--- config.mk ---
export PLATFORM = sky130hd
export DESIGN_NAME = lz77_decoder
export DESIGN_NICKNAME = d
export VERILOG_FILES = /design/src/rtl/lz77_decoder.sv
export SDC_FILE = /design/constraint.sdc
export NUM_CORES = 1
export LEC_CHECK = 0
export ABC_AREA = 1
export CELL_PAD_IN_SITES_DETAIL_PLACEMENT = 1
export CELL_PAD_IN_SITES_GLOBAL_PLACEMENT = 1
export CORE_UTILIZATION = 49
export CTS_CLUSTER_DIAMETER = 100
export DETAILED_ROUTE_END_ITERATION = 6
export GPL_TIMING_DRIVEN = 0
export PLACE_DENSITY = 0.84
export SKIP_CTS_REPAIR_TIMING = 1
export SLEW_MARGIN = 30
export SYNTH_ARGS = -nofsm -noshare
export SYNTH_HDL_FRONTEND = slang
export SYNTH_SLANG_ARGS = --single-unit
--- constraint.sdc ---
create_clock -name clk -period 5.25 [get_ports clk]
set_clock_uncertainty 0.1 [all_clocks]
set_input_delay 0.7875 -clock clk [delete_from_list [all_inputs] [get_ports clk]]
set_output_delay 0.7875 -clock clk [all_outputs]
set_load 0.01 [all_outputs]
--- src/rtl/lz77_decoder.sv ---
// rtl/lz77_decoder.sv - LZ77 code-triple decoder with sliding search buffer; LZ77_DEC_ERR_EN adds sticky err output
module lz77_decoder #(
    parameter int          SEARCH_DEPTH = 9,
    parameter int          OFF_W        = 4,
    parameter int          LEN_W        = 3,
    parameter logic [7:0]  TERM_CHAR    = 8'h24
) (
    input  logic             clk,
    input  logic             reset,
    input  logic             code_valid,
    output logic             code_ready,
    input  logic [OFF_W-1:0] code_offset,
    input  logic [LEN_W-1:0] code_len,
    input  logic [7:0]       code_char,
    output logic             out_valid,
    output logic [7:0]       char_out,
    output logic             encode,
    output logic             finish
`ifdef LZ77_DEC_ERR_EN
    ,
    output logic             err
`endif
);

    typedef enum logic [1:0] {
        S_IDLE,
        S_COPY,
        S_LIT,
        S_DONE
    } state_t;

    state_t           state;
    logic [OFF_W-1:0] off_q;
    logic [LEN_W-1:0] len_q;
    logic [7:0]       char_q;
    logic [7:0]       search_buf [SEARCH_DEPTH];
    logic [7:0]       copy_char;
    logic             shift_en;
    logic [7:0]       shift_char;

    assign encode = 1'b0;

    // Out-of-range offsets fall through to 8'h00.
    always_comb begin
        copy_char = 8'h00;
        for (int i = 0; i < SEARCH_DEPTH; i++) begin
            if (int'(off_q) == i) begin
                copy_char = search_buf[i];
            end
        end
    end

    always_comb begin
        shift_en   = 1'b0;
        shift_char = 8'h00;
        if (state == S_COPY) begin
            shift_en   = 1'b1;
            shift_char = copy_char;
        end else if (state == S_LIT && char_q != TERM_CHAR) begin
            shift_en   = 1'b1;
            shift_char = char_q;
        end
    end

    always_ff @(posedge clk or negedge reset) begin
        if (!reset) begin
            for (int i = 0; i < SEARCH_DEPTH; i++) begin
                search_buf[i] <= 8'h00;
            end
        end else if (shift_en) begin
            search_buf[0] <= shift_char;
            for (int i = 1; i < SEARCH_DEPTH; i++) begin
                search_buf[i] <= search_buf[i-1];
            end
        end
    end

    always_ff @(posedge clk or negedge reset) begin
        if (!reset) begin
            state      <= S_IDLE;
            code_ready <= 1'b1;
            out_valid  <= 1'b0;
            char_out   <= 8'h00;
            finish     <= 1'b0;
            off_q      <= '0;
            len_q      <= '0;
            char_q     <= 8'h00;
        end else begin
            out_valid <= 1'b0;
            case (state)
                S_IDLE: begin
                    if (code_valid) begin
                        off_q      <= code_offset;
                        len_q      <= code_len;
                        char_q     <= code_char;
                        code_ready <= 1'b0;
                        state      <= (code_len != '0) ? S_COPY : S_LIT;
                    end
                end
                // Offset is held constant, so overlapping copies re-read freshly shifted chars.
                S_COPY: begin
                    char_out  <= copy_char;
                    out_valid <= 1'b1;
                    len_q     <= len_q - LEN_W'(1);
                    if (len_q == LEN_W'(1)) begin
                        state <= S_LIT;
                    end
                end
                S_LIT: begin
                    if (char_q != TERM_CHAR) begin
                        char_out   <= char_q;
                        out_valid  <= 1'b1;
                        code_ready <= 1'b1;
                        state      <= S_IDLE;
                    end else begin
                        finish <= 1'b1;
                        state  <= S_DONE;
                    end
                end
                S_DONE: begin
                    code_ready <= 1'b0;
                end
                default: begin
                    state <= S_IDLE;
                end
            endcase
        end
    end

`ifdef LZ77_DEC_ERR_EN
    always_ff @(posedge clk or negedge reset) begin
        if (!reset) begin
            err <= 1'b0;
        end else if (code_valid &&
                     ((state == S_IDLE && int'(code_offset) >= SEARCH_DEPTH) ||
                      state == S_DONE)) begin
            err <= 1'b1;
        end
    end
`endif

endmodule
==> qor.yml <==
pwr_density_cell_nw_per_um2: 694
syn_area_sq_um: 4830
setup_viol: 0
clock_latency_ns: 0.38
path_depth: 1
routedWlPerCell_microns: 18.8
holdWs_ns: 0.247
min_path_type: "in -> async"
drive_above_1_share_pct: 10.8
slew_headroom_pct: 52.7
post_dp_cell_area_sq_um: 5300
drtAntennaViolNets: 0
worstMarginPinSlew_ns: 0.706
r2r_start: "state[1]$_DFFE_PN0P_"
cp_top_family: "flip-flops"
reg2reg_depth: 7
cts_buffer_depth: 2
dieArea_sq_um: 10200
drv_cap: 0
grtUsageTotal_pct: 28.8
period_share_pct: 44.3
p_leak_nw: 2.61
routed_via_density: 5.73
htreeDepth: 3
cts_tree: "done"
cts_buffers: 9
path_clk_slew_ns: 0.10
crit_buf_inv: 1
cp_slowest_stage_delay_ns: 0.54
cts_root_buffer: "clkbuf_8"
reg2reg_to: "search_buf[47]$_DFFE_PN0P_"
die_h_microns: 101
period_minus_slack_ns: 2.33
num_io_pins: 30
stdcell_area_sq_um: 5450
overflow: 0
path_class: "reg -> out"
place.gp.congestion: 0.860
layout_commonest_cell: "nand2_1"
syn_area_per_cell_sq_um: 8.99
core_area_sq_um: 9370
diodes: 0
synthCells: 537
route.detailed.drc: 0
p_total_mw: 3.78
num_rows: 35
r2r_slack_ns: 3.06
startpoint: "code_ready$_DFFE_PN1P_"
area_delta_synth_final_pct: 12.9
dr.pass1.iters: 5
status: "finished clean"
fmaxAchievable_ghz: 0.430
arrival_ns: 1.44
synth_warnings: 0
cts_sinks: 100
drv_slew: 0
syn_nets: 561
cp_cell_sequence: "clkdlybuf4s50_1"
initial_core_util_pct: 51.5
crit_path_end: "code_ready"
initialDrtViolationCount: 172
ys_seq_area_share_pct: 51.9
die_w_microns: 101
port_buffers: 28
ys_seq_elements: 100
wirelength_mm: 13.3
rsz0062_at_grt: "false"
slowest_stage: "dfstp_2"
ir_drop_uv: 252
num_vias: 4066
nNetsFinal: 601
grt_max_degree: 52
hold_viol: 0
grt_pass1_vias: 4435
most-common-layout-cells: "nand2_1 (124), dfrtp_1 (99), nand3_1 (55)"
start_kind: "flip-flop"
antenna_found_initial: 0
endpoint_kind: "output port"
ys_types: 32
dpl.hpwl_mm: 9.71
grt_pass1_wl_mm: 22.0
critical_path.max_fanout: 2
crit_required_ns: 4.36
-- cells by family after synthesis --
family / after synthesis / share of synthesized area, %
mux: 29 / 9.02
fa+ha+maj: 6 / 1.56
simple gates: 249 / 22.2
flops: 100 / 51.9
other cells: 1 / 0.0777
compound gates: 76 / 8.48
buf+inv: 75 / 6.59
xor+xnor: 1 / 0.182
-- worst min path at each step --
stage,to,slack [ns],depth (start not counted)
3_5_place_dp,finish$_DFFE_PN0P_,0.37,1
4_1_cts,search_buf[51]$_DFFE_PN0P_,0.26,1
2_1_floorplan,search_buf[40]$_DFFE_PN0P_,0.35,2
6_report,search_buf[51]$_DFFE_PN0P_,0.25,1
5_1_grt,search_buf[41]$_DFFE_PN0P_,0.27,1
3_3_place_gp,finish$_DFFE_PN0P_,0.35,1
-- per-stage QoR --
stage          utilization, %  setup TNS, ns  std cells  setup WS, ns
6_report                 58.1              0        710          2.92
5_1_grt                  58.1              0        710          2.86
4_1_cts                  58.1              0        710          2.91
3_5_place_dp             56.5              0        695          2.84
3_3_place_gp             56.2         -48.72        694        -0.501
2_1_floorplan               -              0        537          3.57
-- report_power, final --
group | switching [mW] | internal [mW] | total, mW
combinational | 1.18 | 0.780 | 1.96
clock | 0.261 | 0.168 | 0.429
sequential | 0.259 | 1.14 | 1.40
-- final cells by class --
type                    instances  area [sq um]
flip-flops and latches        100          2500
clock inverters                 3          15.0
multi-input cells             362          2000
inverters                      53           199
plain buffers                  22           119
repair buffers                 29           309
clock buffers                  12           135
fillers                      1145          3930
well taps                     129           161
-- cells in the mapped netlist (all sizes together) --
| cell | n | share of area, % |
|---|---|---|
| nand2 | 126 | 10 |
| a22oi | 1 | 0.16 |
| nor4 | 1 | 0.13 |
| dfrtp | 99 | 51 |
| inv | 52 | 4.0 |
| buf | 9 | 1.5 |
| mux2 | 29 | 9.0 |
| clkbuf | 13 | 1.0 |
| or2 | 1 | 0.13 |
| o21ai | 48 | 5.0 |
| ha | 6 | 1.6 |
| o22ai | 1 | 0.13 |
| conb | 1 | 0.078 |
| nand3 | 55 | 5.7 |
| nor3 | 9 | 1.0 |
| a21oi | 24 | 2.9 |
| clkinv | 1 | 0.078 |
| o221ai | 1 | 0.18 |
| nor2 | 46 | 3.7 |
| o211ai | 1 | 0.16 |
| nand4 | 11 | 1.4 |
| xor2 | 1 | 0.18 |
| dfstp | 1 | 0.54 |
-- metal layers --
layer | GRT usage [%] | vias up | share of wire, %
met1 | 35.0 | 2107 | 43
met3 | 6.28 | 27 | 4.5
li1 | - | 1837 | -
met2 | 50.5 | 95 | 51
met5 | 0 | - | 0
met4 | 10.0 | 0 | 1.9
-- registers in the layout, summed over array words and instances (netlist names) --
| register | cells |
|---|---|
| char_out | 8 |
| char_q | 8 |
| code_ready | 1 |
| finish | 1 |
| len_q | 3 |
| off_q | 4 |
| out_valid | 1 |
| search_buf | 72 |
| state | 2 |
Note: power is estimated with default switching activity, not from simulation.
